File: config.mk
export PLATFORM = sky130hd
export DESIGN_NAME = vector_plot_writer
export DESIGN_NICKNAME = d
export VERILOG_FILES = /design/src/rtl/vector_plot_writer.sv
export SDC_FILE = /design/constraint.sdc
export NUM_CORES = 1
export LEC_CHECK = 0
export ABC_AREA = 0
export BUFFER_PORTS_ARGS = -buffer_cell sky130_fd_sc_hd__buf_2
export CORE_ASPECT_RATIO = 0.9
export CORE_MARGIN = 3
export CORE_UTILIZATION = 45
export CTS_CLUSTER_SIZE = 28
export DETAILED_ROUTE_END_ITERATION = 6
export PLACE_DENSITY = 0.66
export REMOVE_ABC_BUFFERS = 1
export SLEW_MARGIN = 20
export SYNTH_ARGS = -nofsm -noshare
export SYNTH_HDL_FRONTEND = slang
export SYNTH_SLANG_ARGS = --single-unit
File: constraint.sdc
create_clock -name clock -period 2.1 [get_ports clock]
set_clock_uncertainty 0.05 [all_clocks]
set_input_delay 0.42 -clock clock [delete_from_list [all_inputs] [get_ports clock]]
set_output_delay 0.42 -clock clock [all_outputs]
set_load 0.005 [all_outputs]
File: src/rtl/vector_plot_writer.sv
// vector_plot_writer: framebuffer write-port client.
// Buffers pixel plots in a small FIFO and merges each one into the RAM
// with a max-intensity read-modify-write. A decay sweep, requested once
// per frame, fades every visible pixel.
module vector_plot_writer #(
  parameter int unsigned XW         = 8,
  parameter int unsigned YW         = 7,
  parameter int unsigned ZW         = 4,
  parameter int unsigned Y_LINES    = 96,
  parameter int unsigned DECAY      = 3,
  parameter int unsigned FIFO_DEPTH = 4
) (
  input  logic             clock,
  input  logic             reset,
  input  logic             plot_valid,
  output logic             plot_ready,
  input  logic [XW-1:0]    plot_x,
  input  logic [YW-1:0]    plot_y,
  input  logic [ZW-1:0]    plot_z,
  input  logic             frame_start,
  output logic             sweep_busy,
  output logic [7:0]       drop_count,
  output logic [XW+YW-1:0] mem_address,
  output logic [ZW-1:0]    mem_data,
  output logic             mem_wren,
  input  logic [ZW-1:0]    mem_q
);

  localparam int unsigned AW = XW + YW;
  localparam int unsigned PW = (FIFO_DEPTH > 1) ? $clog2(FIFO_DEPTH) : 1;
  localparam int unsigned CW = PW + 1;
  localparam logic [AW-1:0] LAST_ADDR = {YW'(Y_LINES - 1), {XW{1'b1}}};
  localparam logic [CW-1:0] FULL      = CW'(FIFO_DEPTH);

  typedef struct packed {
    logic [XW-1:0] x;
    logic [YW-1:0] y;
    logic [ZW-1:0] z;
  } plot_t;

  typedef enum logic [2:0] {IDLE, P_RD, P_WR, S_RD, S_WR} state_t;

  state_t        state, state_n;
  plot_t         fifo_mem [FIFO_DEPTH];
  plot_t         head;
  logic [PW-1:0] wr_ptr, rd_ptr;
  logic [CW-1:0] count, count_n;
  logic [ZW-1:0] z_reg, z_n;
  logic [AW-1:0] addr_n;
  logic          sweep_pending;
  logic          take_sweep, pop, accept, drop, push;

  assign accept  = plot_valid && plot_ready;
  assign drop    = accept && (32'(plot_y) >= Y_LINES);
  assign push    = accept && !drop;
  assign head    = fifo_mem[rd_ptr];
  assign count_n = count + CW'(push) - CW'(pop);

  // FIFO storage; no reset needed, occupancy is tracked separately
  always_ff @(posedge clock) begin
    if (push) fifo_mem[wr_ptr] <= '{x: plot_x, y: plot_y, z: plot_z};
  end

  // FIFO pointers, occupancy and registered ready
  always_ff @(posedge clock or posedge reset) begin
    if (reset) begin
      wr_ptr     <= '0;
      rd_ptr     <= '0;
      count      <= '0;
      plot_ready <= 1'b1;
    end else begin
      if (push) wr_ptr <= wr_ptr + PW'(1);
      if (pop)  rd_ptr <= rd_ptr + PW'(1);
      count      <= count_n;
      plot_ready <= (count_n != FULL);
    end
  end

  // One-deep sweep request; pulses while already pending are merged
  always_ff @(posedge clock or posedge reset) begin
    if (reset)            sweep_pending <= 1'b0;
    else if (take_sweep)  sweep_pending <= 1'b0;
    else if (frame_start) sweep_pending <= 1'b1;
  end

  // Saturating count of clipped plots
  always_ff @(posedge clock or posedge reset) begin
    if (reset)                           drop_count <= '0;
    else if (drop && drop_count != 8'hFF) drop_count <= drop_count + 8'd1;
  end

  // State, RAM address and latched plot intensity
  always_ff @(posedge clock or posedge reset) begin
    if (reset) begin
      state       <= IDLE;
      mem_address <= '0;
      z_reg       <= '0;
    end else begin
      state       <= state_n;
      mem_address <= addr_n;
      z_reg       <= z_n;
    end
  end

  // Next state: sweep wins at IDLE, a started plot always finishes
  always_comb begin
    state_n    = state;
    addr_n     = mem_address;
    z_n        = z_reg;
    take_sweep = 1'b0;
    pop        = 1'b0;
    case (state)
      IDLE: begin
        if (sweep_pending) begin
          state_n    = S_RD;
          addr_n     = '0;
          take_sweep = 1'b1;
        end else if (count != '0) begin
          state_n = P_RD;
          addr_n  = {head.y, head.x};
          z_n     = head.z;
        end
      end
      P_RD: begin
        pop     = 1'b1;
        state_n = P_WR;
      end
      P_WR: state_n = IDLE;
      S_RD: state_n = S_WR;
      S_WR: begin
        if (mem_address == LAST_ADDR) begin
          state_n = IDLE;
        end else begin
          addr_n  = mem_address + AW'(1);
          state_n = S_RD;
        end
      end
      default: state_n = IDLE;
    endcase
  end

  // Write-port outputs decoded from state; write data merges the read-back word
  always_comb begin
    mem_wren   = (state == P_WR) || (state == S_WR);
    sweep_busy = (state == S_RD) || (state == S_WR);
    mem_data   = '0;
    if (state == P_WR) begin
      mem_data = (mem_q > z_reg) ? mem_q : z_reg;
    end else if (state == S_WR) begin
      mem_data = (mem_q > ZW'(DECAY)) ? mem_q - ZW'(DECAY) : '0;
    end
  end

endmodule

==> results of run 1 <==
-- kinds of logic (layout without fill, tap and decap cells) --
logic type | Yosys count | after routing | share of synthesized area, %
flops | 115 | 115 | 62.9
fa+ha+maj | 13 | 13 | 3.28
xor+xnor | 13 | 13 | 2.20
mux | 25 | 25 | 9.63
simple gates | 86 | 86 | 9.58
compound gates | 74 | 74 | 9.68
buf+inv | 27 | 159 | 2.77
-- cell usage after synthesis (2+ instances only) --
cell	number
ha_1	12
nand2b_1	3
and2_1	6
edfxtp_1	76
dfrtp_1	38
nor3b_1	3
o31ai_1	6
mux2_2	6
a31oi_1	8
xnor2_1	8
nor3_1	4
and4_1	3
inv_1	12
a311o_1	2
o41a_1	2
nand3_1	8
mux4_2	18
clkbuf_1	6
nand4_1	10
a21oi_1	24
nor2_1	11
buf_2	2
a2bb2oi_1	4
buf_6	3
nand2_1	19
o211ai_1	5
o41ai_1	2
buf_4	2
xor2_1	5
a22oi_1	2
a22o_1	3
and3_1	4
o21ai_0	9
nor4_1	3
-- path summary, 6_finish.rpt --
check,slack [ns],endpoint,start,cells after the start
min,0.09,drop_count[2]$_DFFE_PP0P_,reset,3
max in group asynchronous,1.52,state[1]$_DFFE_PP0P_,reset,3
max reg2reg,0.10,count[2]$_DFF_PP0_,state[2]$_DFFE_PP0P_,9
min reg2reg,0.44,drop_count[5]$_DFFE_PP0P_,drop_count[5]$_DFFE_PP0P_,1
max,-0.49,mem_data[1],z_reg[1]$_DFFE_PP0P_,8
min in group clock,0.18,fifo_mem[3][15]$_DFFE_PP_,plot_x[4],1
-- routing by layer --
layer  track usage, %  up-vias  part of all wire [%]
li1                 -     1642                     -
met5                0        -                     0
met3             5.83       17                   6.0
met1             25.7     1775                    44
met2             31.0      139                    48
met4             6.20        0                   1.2
-- power by group through the flow --
stage          Sequential (mW)  Combinational (mW)  Clock, mW
4_1_cts                   3.40                3.53       2.71
2_1_floorplan             3.53                1.77          0
3_5_place_dp              3.42                3.36          0
5_1_grt                   3.48                4.03       2.81
6_report                  3.41                3.67       2.67
3_3_place_gp              3.41                3.25          0
-- final cells by class --
class,count,area (sq um)
sequential,115,3260
tap,152,190
clock buffer,19,433
clock inverter,12,116
multi-input combinational,211,1850
fill,861,4360
timing repair buffer,115,776
inverter,13,48.8
-- worst min-delay path, delay by kind of cell --
family | cells | cell delay, ns
buf+inv | 3 | 0.58
-- stage by stage --
stage / total power [mW] / cell area, sq um / hold WS [ns] / cells / util, %
final: 9.75 / 6680 / 0.0943 / 637 / 60.5
after global routing: 10.3 / 6680 / 0.143 / 637 / 60.5
after CTS: 9.65 / 6620 / 0.0908 / 635 / 59.9
after detailed placement: 6.78 / 5980 / 0.435 / 600 / 54.2
after global placement: 6.66 / 5980 / 0.422 / 600 / 54.2
after floorplan: 5.30 / 5090 / 0.410 / 339 / -
-- cell usage in the layout (no fill, tap or decap), drive strengths merged, types with 5 or more instances in the layout --
cell and n:
o21ai 9, xnor2 8, clkinv 7, nor2 11, dfrtp 38, clkbuf 19
mux4 19, nand4 11, mux2 6, buf 115, o211ai 5, and2 6
nand2 20, a21oi 24, edfxtp 76, and3 5, xor2 5, inv 13
nand3 8, a31oi 8, o31ai 6, ha 12
-- repair_timing --
action	4_1_cts	5_1_grt
hold buffers	0	0
buffers inserted	6	2
pin swaps	12	11
setup endpoints to repair	7	9
gates resized for setup	13	10
==> impl_metrics.json, run 1 <==
{
  "p_switching_mw": 3.18,
  "drt_iter0_drc": 260,
  "drt-wirelength-per-cell_um": 18.5,
  "yosysTopAreaCell": "edfxtp_1",
  "layout.nets": 513,
  "viasPerCell": 5.61,
  "fp.coreArea_sq_mm": 0.0110,
  "cpPeakStageDelay_ns": 0.38,
  "failed_checks": "setup timing",
  "grt_setup_unrepaired": "true",
  "setup_slack_ns": -0.492,
  "largestRegisters": "fifo_mem (76), mem_address (15), drop_count (8)",
  "clock_latency_ns": 0.40,
  "slew_violations": 0,
  "ys_seq_elements": 115,
  "fin_crit_ns": 2.59,
  "comb_power_share_pct": 37.6,
  "yosysSeqAreaShare_pct": 62.9,
  "clkPwrFrac_pct": 27.4,
  "min_period_over_period_pct": 123,
  "hpwl_um": 7960,
  "clock_sink_count": 115,
  "largest_reg_flops": 76,
  "worst_slew_pin_slew_ns": 0.522,
  "startpoint_type": "flop",
  "irDropWorstVdd_v": 0.000910,
  "crit_required_ns": 1.63,
  "ys_types": 58,
  "grt_pass1_vias": 3634,
  "totalNegativeSetupSlack_ns": -1.91,
  "max_freq_mhz": 386,
  "syn_avg_cell_area_sq_um": 14.7,
  "critPathKind": "flop to primary output",
  "cts_root_buf": "clkbuf_16",
  "powerDensity_mw_per_mm2": 1460,
  "ys_dominant_reg_cell": "edfxtp_1",
  "cts_buffer_depth": 2,
  "maxCapViolCount": 0,
  "ant_nets": 0,
  "synthCells": 353,
  "drive_gt1_share_pct": 39.6,
  "path_clk_slew_ns": 0.05,
  "grt_pass1_wl_um": 18800,
  "placementRows": 36,
  "synth_warnings": 0,
  "grt_usage_pct": 19.4,
  "num_antenna_cells": 0,
  "fp.dieW_um": 119,
  "cp_top_family": "compound AO/OA/AOI/OAI gates",
  "ys_top_cells_by_area": "edfxtp_1, dfrtp_1, mux4_2",
  "switching_share_pct": 32.6,
  "critPathBufInv": 3,
  "num_vias": 3573,
  "grt_start_max_net_pins": 40,
  "cts_inserted_buffers": 17,
  "critPathSlowestCell": "dfrtp_1",
  "synthArstFlopShare_pct": 33.9,
  "drt-total-wl_um": 11800,
  "syn2layout_area_growth_pct": 28.8,
  "end_kind": "primary output",
  "drc_errors": 0,
  "antenna_found_initial": 0,
  "initial_core_util_pct": 47.0,
  "dr.pass1.iters": 5,
  "h-tree-depth": 4,
  "slew_headroom_pct": 65.2,
  "netlist_area_sq_mm": 0.00518,
  "cp.arrival_ns": 2.12,
  "grt_overflow": 0,
  "power_leakage_nw": 2.66,
  "hold_violations": 0,
  "finalSetupViolCount": 4,
  "seq_power_share_pct": 35.0,
  "critPathMaxFanout": 3,
  "io_buffers": 56,
  "hp-class": "primary input to async pin",
  "intPower_mw": 6.57,
  "max_flop_register": "fifo_mem",
  "yosysTopAreaCellShare_pct": 44.0,
  "die_height_um": 108,
  "die_area_sq_mm": 0.0128,
  "top_level_ports": 57,
  "cts_tree": "yes",
  "path_cells": "inv_2 > ha_4 > nor2b_4 > o41a_1 > and2_4 > buf_6 > o211ai_1 > buf_2",
  "outcome": "complete, but fails checks",
  "synth_edf_count": 76,
  "place_ws_ns": -0.368,
  "gp_congestion": 0.864
}
Note: power is estimated with default switching activity, not from simulation.
==> inputs of run 2 (changes only) <==
--- a/config.mk
+++ b/config.mk
@@ -6,13 +6,13 @@
 export NUM_CORES = 1
 export LEC_CHECK = 0
 export ABC_AREA = 0
-export BUFFER_PORTS_ARGS = -buffer_cell sky130_fd_sc_hd__buf_2
+export BUFFER_PORTS_ARGS = -buffer_cell sky130_fd_sc_hd__buf_4
 export CORE_ASPECT_RATIO = 0.9
 export CORE_MARGIN = 3
-export CORE_UTILIZATION = 45
+export CORE_UTILIZATION = 53
 export CTS_CLUSTER_SIZE = 28
 export DETAILED_ROUTE_END_ITERATION = 6
-export PLACE_DENSITY = 0.66
+export PLACE_DENSITY = 0.76
 export REMOVE_ABC_BUFFERS = 1
 export SLEW_MARGIN = 20
 export SYNTH_ARGS = -nofsm -noshare
==> impl_metrics.json, run 2 (synthesized netlist as in run 1, its figures left out) <==
{
  "slew_violations": 0,
  "initial_core_util_pct": 55.6,
  "top_level_ports": 57,
  "drt_iter0_drc": 450,
  "final_area_sq_mm": 0.00683,
  "power_leakage_nw": 2.73,
  "cts_inserted_buffers": 17,
  "stdcell_count": 612,
  "gp_congestion": 0.930,
  "dpl-instance-area_sq_mm": 0.00606,
  "comb_power_share_pct": 37.7,
  "io_buffers": 56,
  "grt_usage_pct": 23.2,
  "rr_endpoint": "plot_ready$_DFF_PP1_",
  "die_height_um": 99.8,
  "clock_latency_ns": 0.52,
  "finalSetupViolCount": 5,
  "grt_pass1_vias": 3667,
  "powerDensity_mw_per_mm2": 1480,
  "p_switching_mw": 3.29,
  "clock_sink_count": 115,
  "antenna_found_initial": 0,
  "ant_nets": 0,
  "die_area_sq_mm": 0.0110,
  "final_common_cell": "buf_4",
  "syn2layout_area_growth_pct": 31.8,
  "drt-wirelength-per-cell_um": 19.4,
  "dr.pass1.iters": 5,
  "irDropWorstVdd_v": 0.000956,
  "critPathLaunch": "z_reg[1]$_DFFE_PP0P_",
  "layout.nets": 517,
  "fp.coreArea_sq_mm": 0.00933,
  "drt-total-wl_um": 11900,
  "failed_checks": "setup timing",
  "cp.arrival_ns": 2.26,
  "worst_slew_pin_slew_ns": 0.597,
  "intPower_mw": 6.80,
  "min_period_over_period_pct": 130,
  "startpoint_type": "flop",
  "switching_share_pct": 32.6,
  "critPathKind": "flop to primary output",
  "seq_power_share_pct": 34.2,
  "hpwl_um": 8040,
  "grt_setup_unrepaired": "true",
  "maxCapViolCount": 0,
  "endpoint": "mem_data[1]",
  "layout_common_cells": "buf_4, edfxtp_1, dfrtp_1",
  "fp.dieW_um": 110,
  "clkPwrFrac_pct": 28.1,
  "placementRows": 33,
  "drc_errors": 0,
  "num_antenna_cells": 0,
  "cts_root_buf": "clkbuf_8",
  "reg2reg_depth": 10,
  "max_flop_register": "fifo_mem",
  "cts_tree": "yes",
  "fin_crit_ns": 2.73,
  "h-tree-depth": 4,
  "grt_pass1_wl_um": 18700,
  "drive_gt1_share_pct": 40.8,
  "viasPerCell": 5.96,
  "grt_overflow": 0,
  "largestRegisters": "fifo_mem (76), mem_address (15), drop_count (8)",
  "setup_slack_ns": -0.626,
  "outcome": "complete, but fails checks",
  "largest_reg_flops": 76,
  "crit_required_ns": 1.63,
  "rrSetupSlack_ns": 0.01,
  "cts_buffer_depth": 2,
  "place_ws_ns": -0.369,
  "finalPower_mw": 10.1,
  "path_clk_slew_ns": 0.06,
  "totalNegativeSetupSlack_ns": -2.30,
  "fin_util_pct": 73.2,
  "critPathMaxFanout": 3,
  "worstReg2RegStart": "state[0]$_DFFE_PP0P_",
  "hp-class": "primary input to flop",
  "dpl.cell_count": 568,
  "num_vias": 3648,
  "max_freq_mhz": 367,
  "whs_ns": 0.0427,
  "hold_violations": 0,
  "slew_headroom_pct": 60.0,
  "end_kind": "primary output",
  "grt_start_max_net_pins": 40
}
==> run 2: how the worst min path moves through the flow <==
stage                         startpoint                         to  depth (start not counted)
2_1_floorplan         count[2]$_DFF_PP0_         count[2]$_DFF_PP0_                          1
3_3_place_gp   drop_count[5]$_DFFE_PP0P_  drop_count[5]$_DFFE_PP0P_                          1
3_5_place_dp   drop_count[5]$_DFFE_PP0P_  drop_count[5]$_DFFE_PP0P_                          1
4_1_cts                        plot_x[1]  fifo_mem[2][12]$_DFFE_PP_                          1
5_1_grt                        plot_x[6]  fifo_mem[3][17]$_DFFE_PP_                          1
6_report                       plot_x[1]  fifo_mem[3][12]$_DFFE_PP_                          1
==> run 2: area by class of cell <==
cell class                      count  area, sq um
Fill cell                         616         2500
Clock inverter                     15          179
Clock buffer                       17          414
Tap cell                          122          153
Multi-Input combinational cell    211         1850
Sequential cell                   115         3260
Inverter                           13         48.8
Timing Repair Buffer              119          923
==> run 2: power groups by stage <==
stage / clock, mW / sequential (mW) / combinational (mW)
after global routing: 3.01 / 3.52 / 4.10
after floorplan: 0 / 3.53 / 1.77
after CTS: 2.89 / 3.44 / 3.56
after detailed placement: 0 / 3.47 / 3.41
final: 2.84 / 3.45 / 3.80
after global placement: 0 / 3.44 / 3.28
==> run 2: critical path, stage by stage (launching register included) <==
cell and delay (ns):
dfrtp_1 0.39, inv_2 0.07, ha_4 0.19, nor2b_4 0.12, o41a_1 0.33, and2_4 0.16, buf_6 0.11, o211ai_1 0.21
buf_4 0.15
==> run 2: timing repair <==
action	CTS	global route
hold buffers	1	0
pin swaps	9	9
cloned	0	0
endpoints found under the setup margin	6	8
setup buffers	5	7
resized for setup	10	15
hold endpoints to repair	38	0
==> run 2: routing by layer <==
metal / GRT usage, % / up-vias / wire [um]
li1: - / 1655 / -
met3: 6.50 / 24 / 846
met1: 28.7 / 1803 / 4720
met4: 10.1 / 0 / 273
met5: 0 / - / 0
met2: 38.3 / 166 / 6050
==> inputs of run 3 (changes only) <==
==> constraint.sdc (replaced) <==
create_clock -name clock -period 2.1 [get_ports clock]
set_clock_uncertainty 0.05 [all_clocks]
set_input_delay 0.42 -clock clock [delete_from_list [all_inputs] [get_ports clock]]
set_output_delay 0.42 -clock clock [all_outputs]
set_load 0.05 [all_outputs]
==> impl_metrics.json, run 3 (synthesized netlist as in run 1, its figures left out) <==
{
  "clock_latency_ns": 0.52,
  "maxCapViolCount": 0,
  "drt_iter0_drc": 548,
  "place_ws_ns": -0.453,
  "dr.pass1.iters": 5,
  "drt-total-wl_um": 11800,
  "die_area_sq_mm": 0.0110,
  "cp_top_family": "compound AO/OA/AOI/OAI gates",
  "worst_slew_pin_slew_ns": 0.533,
  "layout.nets": 503,
  "critPathKind": "flop to primary output",
  "cts_inserted_buffers": 17,
  "num_vias": 3575,
  "setup_slack_ns": -0.630,
  "grt_start_max_net_pins": 40,
  "largest_reg_flops": 76,
  "max_freq_mhz": 366,
  "finalPower_mw": 10.7,
  "fp.coreArea_sq_mm": 0.00933,
  "stdcell_count": 598,
  "clock_sink_count": 115,
  "die_height_um": 99.8,
  "startpoint_type": "flop",
  "hold_violations": 0,
  "top_level_ports": 57,
  "switching_share_pct": 38.6,
  "io_buffers": 56,
  "reg2reg_depth": 6,
  "critPathBufInv": 2,
  "slew_headroom_pct": 64.5,
  "slew_violations": 0,
  "powerDensity_mw_per_mm2": 1580,
  "fin_crit_ns": 2.73,
  "crit_required_ns": 1.63,
  "fp.dieW_um": 110,
  "final_common_cell": "buf_4",
  "crit_cells": 7,
  "grt_pass1_wl_um": 19200,
  "comb_power_share_pct": 42.8,
  "totalNegativeSetupSlack_ns": -2.60,
  "intPower_mw": 6.57,
  "drt-wirelength-per-cell_um": 19.7,
  "cts_buffer_depth": 2,
  "h-tree-depth": 4,
  "min_period_over_period_pct": 130,
  "path_clk_slew_ns": 0.06,
  "p_switching_mw": 4.12,
  "gp_congestion": 0.881,
  "critPathMaxFanout": 4,
  "cts_tree": "yes",
  "cts_root_buf": "clkbuf_8",
  "hpwl_um": 7460,
  "critPathSlowestCell": "dfrtp_1",
  "outcome": "complete, but fails checks",
  "clkPwrFrac_pct": 25.3,
  "path_cells": "inv_2 > ha_4 > nor2b_4 > o41a_1 > and2_4 > a311o_1 > buf_6",
  "placementRows": 33,
  "seq_power_share_pct": 31.9,
  "multi_input_area_sq_mm": 0.00187,
  "rrSetupSlack_ns": 0.08,
  "max_flop_register": "fifo_mem",
  "fin_util_pct": 72.7,
  "hp-class": "primary input to flop",
  "failed_checks": "setup timing",
  "drc_errors": 0,
  "cpPeakStageDelay_ns": 0.38,
  "cp.arrival_ns": 2.26,
  "largestRegisters": "fifo_mem (76), mem_address (15), drop_count (8)",
  "layout_common_cells": "buf_4, edfxtp_1, dfrtp_1",
  "grt_usage_pct": 23.5,
  "min_path_cells": 1,
  "seq_area_sq_mm": 0.00326,
  "num_antenna_cells": 0,
  "syn2layout_area_growth_pct": 30.9,
  "viasPerCell": 5.98,
  "initial_core_util_pct": 55.6,
  "fillers": 591,
  "finalSetupViolCount": 6,
  "grt_overflow": 0,
  "grt_pass1_vias": 3694,
  "antenna_found_initial": 0,
  "power_leakage_nw": 2.67,
  "drive_gt1_share_pct": 39.7,
  "ant_nets": 0,
  "grt_setup_unrepaired": "true",
  "irDropWorstVdd_v": 0.00106,
  "end_kind": "primary output",
  "dpl.cell_count": 560
}
run 3: power by group through the flow:
stage,Sequential [mW],Combinational [mW],Clock (mW)
after floorplan,4.09,1.99,0
after global placement,3.40,4.15,0
after detailed placement,3.43,4.27,0
after CTS,3.40,4.49,2.74
after global routing,3.47,4.92,2.88
final,3.41,4.58,2.71
run 3: path summary, 6_finish.rpt:
kind                                             from                          to
max in group asynchronous                       reset        state[1]$_DFFE_PP0P_
max reg2reg                mem_address[1]$_DFFE_PP0P_  mem_address[1]$_DFFE_PP0P_
min                                         plot_x[3]   fifo_mem[1][14]$_DFFE_PP_
min in group asynchronous                       reset   drop_count[4]$_DFFE_PP0P_
max                              z_reg[1]$_DFFE_PP0P_                 mem_data[2]
min reg2reg                 drop_count[5]$_DFFE_PP0P_   drop_count[5]$_DFFE_PP0P_
run 3: final cells by class:
class	count	share of cell area, %
Clock buffer	17	6.10
Clock inverter	15	2.18
Inverter	13	0.719
Multi-Input combinational cell	211	27.5
Sequential cell	115	48.1
Tap cell	122	2.25
Timing Repair Buffer	105	13.2
run 3: repair_timing:
item,in CTS,in global routing
setup buffers,5,2
gates resized for setup,17,14
setup endpoints to repair,6,9
hold buffers,1,0
hold endpoints to repair,29,0
pin swaps,7,5
run 3: worst register-to-register path, delay by kind of cell (launching register included):
| family | cells | cell delay [ns] |
|---|---|---|
| muxes | 1 | 0.31 |
| DFF | 1 | 0.36 |
| buffers and inverters | 1 | 0.13 |
| adders and majority gates | 1 | 0.18 |
| and+or+nand+nor | 3 | 0.87 |
run 3: routing by layer:
layer / vias up / GRT usage [%] / routed length, um
li1: 1621 / - / -
met1: 1784 / 30.2 / 4850
met2: 151 / 38.1 / 5950
met4: 0 / 10.6 / 174
met3: 19 / 5.85 / 813
met5: - / 0 / 0
run 3: per-stage QoR:
stage | area, sq um | hold slack (ns)
after global placement | 6070 | 0.427
final | 6790 | 0.0493
after detailed placement | 6070 | 0.438
after floorplan | 5090 | 0.410
after global routing | 6790 | 0.0302
after CTS | 6740 | 0.0307
